<file path="src/rtl/sw_reg_bank.sv">
// sw_reg_bank: Wishbone slave exposing C_NUM_REGS 32-bit registers, each either
// processor-writable (byte-lane writes, update strobe) or fabric-driven read-only.
module sw_reg_bank #(
    parameter logic [31:0] C_BASEADDR = 32'h00000000,
    parameter logic [31:0] C_HIGHADDR = 32'h0000FFFF,
    parameter int          C_NUM_REGS = 4,
    parameter logic [15:0] C_RO_MASK  = 16'h0000
) (
    input  logic                       wb_clk_i,
    input  logic                       wb_rst_i,
    input  logic                       wb_cyc_i,
    input  logic                       wb_stb_i,
    input  logic                       wb_we_i,
    input  logic [3:0]                 wb_sel_i,
    input  logic [31:0]                wb_adr_i,
    input  logic [31:0]                wb_dat_i,
    output logic [31:0]                wb_dat_o,
    output logic                       wb_ack_o,
    output logic                       wb_err_o,
    input  logic [32*C_NUM_REGS-1:0]   user_data_in,
    output logic [32*C_NUM_REGS-1:0]   user_data_out,
    output logic [C_NUM_REGS-1:0]      user_wr_strobe
);
    logic [31:0] off;
    logic [3:0] idx;
    logic req, bad, ro_hit, err_n, ok, wr;
    logic [C_NUM_REGS-1:0] dec, ro_vec;
    logic [31:0] rd_acc [C_NUM_REGS+1];
    logic unused;

    assign off = wb_adr_i - C_BASEADDR;
    assign idx = off[5:2];
    // Holding off while a response is out gives one response per two cycles on a held strobe.
    assign req = wb_cyc_i && wb_stb_i && wb_adr_i >= C_BASEADDR && wb_adr_i <= C_HIGHADDR
                 && !wb_ack_o && !wb_err_o;
    assign bad = off[31:2] >= 30'(C_NUM_REGS);
    assign ro_hit = |(dec & ro_vec);
    assign err_n = req && (bad || (wb_we_i && ro_hit));
    assign ok = req && !err_n;
    assign wr = ok && wb_we_i;
    assign rd_acc[0] = '0;
    assign unused = ^{off[1:0], user_data_in};

    for (genvar r = 0; r < C_NUM_REGS; r++) begin : g_reg
        assign dec[r] = idx == 4'(r);
        assign ro_vec[r] = C_RO_MASK[r];
        assign rd_acc[r+1] = rd_acc[r] | (dec[r] ? (C_RO_MASK[r] ? user_data_in[32*r +: 32]
                                                                 : user_data_out[32*r +: 32]) : '0);
        if (C_RO_MASK[r]) begin : g_ro
            assign user_data_out[32*r +: 32] = '0;
        end else begin : g_rw
            logic [31:0] q;
            always_ff @(posedge wb_clk_i) begin
                if (!wb_rst_i)
                    q <= '0;
                else if (wr && dec[r])
                    q <= {wb_sel_i[3] ? wb_dat_i[31:24] : q[31:24],
                          wb_sel_i[2] ? wb_dat_i[23:16] : q[23:16],
                          wb_sel_i[1] ? wb_dat_i[15:8]  : q[15:8],
                          wb_sel_i[0] ? wb_dat_i[7:0]   : q[7:0]};
            end
            assign user_data_out[32*r +: 32] = q;
        end
    end

    always_ff @(posedge wb_clk_i) begin
        if (!wb_rst_i) begin
            wb_ack_o       <= 1'b0;
            wb_err_o       <= 1'b0;
            wb_dat_o       <= '0;
            user_wr_strobe <= '0;
        end else begin
            wb_ack_o       <= ok;
            wb_err_o       <= err_n;
            wb_dat_o       <= (ok && !wb_we_i) ? rd_acc[C_NUM_REGS] : '0;
            user_wr_strobe <= (wr && |wb_sel_i) ? dec : '0;
        end
    end
endmodule
</file>
<file path="config.mk">
export PLATFORM = sky130hd
export DESIGN_NAME = sw_reg_bank
export DESIGN_NICKNAME = d
export VERILOG_FILES = /design/src/rtl/sw_reg_bank.sv
export SDC_FILE = /design/constraint.sdc
export NUM_CORES = 1
export LEC_CHECK = 0
export CORE_ASPECT_RATIO = 2
export CORE_MARGIN = 2
export CORE_UTILIZATION = 30
export DETAILED_ROUTE_END_ITERATION = 6
export SYNTH_ARGS = -nofsm -noshare
export SYNTH_HDL_FRONTEND = slang
export SYNTH_SLANG_ARGS = --single-unit
</file>
<file path="constraint.sdc">
create_clock -name wb_clk_i -period 4.7 [get_ports wb_clk_i]
set_clock_uncertainty 0.15 [all_clocks]
set_input_delay 0.705 -clock wb_clk_i [delete_from_list [all_inputs] [get_ports wb_clk_i]]
set_output_delay 0.705 -clock wb_clk_i [all_outputs]
set_load 0.03 [all_outputs]
</file>
==> flow_summary.toml <==
[timing]
tightest_slew_ps = 922
fmax_ghz = 0.329
finalHoldViolCount = 0
layout_min_cycle_time_ps = 3040
finalMaxSlewViolations = 0
fin_crit_sh_pct = 64.7
fin_setup_tns_ps = 0
holdWs_ps = 321
slew_headroom_pct = 38.1
post-route-worst-setup-slack_ps = 1660
rsz0062_at_grt = "no"
finalSetupViolCount = 0

[job]
cap_violations = 0

[clock_network]
post_cts_resized = 0
clock_latency_ps = 440
cts_hold_buf = 0
cts_tree = "yes"
cts_root_buf = "clkbuf_16"
htree_num_levels = 4
post_cts_buffers = 0
path_clk_slew_ps = 70
cts.sinks = 166
cts_buffers = 17
clk_path_buf_depth = 2

[floorplanning]
core_mm2 = 0.0231
num_io_pins = 367
start_util_pct = 30.4
fp.dieW_um = 112
placementRows = 79
fp.dieH_um = 221
dieArea_mm2 = 0.0248

[finish]
fin_area_mm2 = 0.0102
num_antenna_cells = 0
area_delta_synth_final_pct = 44.6
most-common-layout-cells = "clkdlybuf4s50_1 (233), dfxtp_1 (166), mux2i_1 (160), nand2_1 (160), nor2_1 (35)"
fin_util_pct = 44.0
nets = 1112
layout_commonest_cell = "clkdlybuf4s50_1"
drive_gt1_share_pct = 7.90

[detailed_routing]
ant_nets = 0
via_per_inst = 4.95
drt-total-wl_um = 23800
drc = 0
drt-initial-drc-count = 320
vias = 5977
post_drt_wl_per_cell_um = 19.7
firstDrtPassIters = 5

[hold_path]
hold_class = "reg -> reg"

[placement]
pre_cts_ws_ps = 1110
placed_cell_area_mm2 = 0.00958
place.gp.congestion = 0.740
hpwl_um = 16600
port_buffers = 236

[critical_path]
path_max_fanout = 33
startpoint_type = "primary input"
cp.arrival_ps = 3220
endpoint_kind = "flip-flop"
crit_required_ps = 4880
worstSetupPathType = "in -> reg"

[power_and_ir_drop]
powerDensity_mw_per_mm2 = 295
vdd.ir_drop.worst_mv = 0.250
leakage_uw = 0.00348

[yosys]
ys_seq_area_share_pct = 47.2
netlist_instances = 693
yosysUniqueCellTypes = 30
synth_area_mm2 = 0.00704
synthesis.nets = 894
avgSynthCellArea_um2 = 10.2
synth-seq-cells = 166
yosys_warnings = 0

[grt]
overflow = 0
grt_antenna_before_repair = 0
grt_max_degree = 88
grt_pass1_wl_um = 35900
track_usage_pct = 19.1
grt_pass1_vias = 6011

[status]
status = "completed"
==> worst max-delay path, stage by stage <==
cell	delay [ps]
clkdlybuf4s50_1	450
nor4_2	400
nand3_2	120
or4_2	1110
nor3_1	420
==> cell families after synthesis <==
family                 Yosys count  synth area share, %
and+or+nand+nor                283                 22.0
DFF                            166                 47.2
muxes                          160                 22.7
buffers and inverters           51                 3.98
AOI/OAI and AO/OA               33                 4.10
==> layer usage <==
layer  track usage (%)  up-vias  wire length, µm  share of wire, %
li1                  -     2886                -                 -
met1              22.3     2810             9750                41
met2              33.1      246            11800                50
met3              4.93       35             1580               6.6
met4              8.21        0              661               2.8
met5                 0        -                0                 0
==> per-stage QoR <==
stage,total power [µW],instances
floorplan,1510,693
global placement,1600,1175
detailed placement,1600,1175
CTS,3040,1207
global route,3120,1207
finish,3010,1207
==> worst paths after layout <==
kind	start	endpoint	slack, ps	cells past startpoint
setup / recovery	wb_adr_i[20]	wb_dat_o[22]	1660	5
hold / removal	g_reg[1].g_rw.q[10]	g_reg[1].g_rw.q[10]	320	2
setup reg to reg	wb_err_o	wb_dat_o[22]	2070	4
hold reg to reg	g_reg[1].g_rw.q[10]	g_reg[1].g_rw.q[10]	320	2
==> report_power, final <==
part           internal, µW  total (µW)  switching, µW
clock                   812        1440            631
sequential             1410        1410      0.0000300
combinational          69.7         160           90.3
==> Yosys cell counts (all sizes together) <==
library cell,count,area share (%)
or3,1,0.089
nor4b,1,0.34
or4,2,0.21
and3,1,0.089
a311oi,1,0.12
nand2,160,8.5
nand4b,4,0.50
buf,16,2.1
or4b,1,0.14
clkbuf,33,1.8
and2,2,0.18
nor4,23,5.8
inv,2,0.11
nand3,11,0.78
a221oi,32,4.0
nor3,33,2.5
nor3b,1,0.11
nand4,6,0.53
nor2,35,1.9
mux2i,160,23
dfxtp,166,47
and4bb,1,0.18
nor4bb,1,0.14
==> flip-flops by register name, summed over array words and instances (netlist names) <==
register,count
g.g_rw.q,128
wb_dat_o,32
user_wr_strobe,4
wb_ack_o,1
wb_err_o,1
==> cell type report <==
type	instances	area, µm²
clock buffers	18	439
clock inverters	14	163
well taps	283	354
fillers	2269	12900
multi-input cells	476	3440
inverters	2	7.51
flip-flops and latches	166	3320
repair buffers	248	2450
Power figures use the tool's default switching activity.
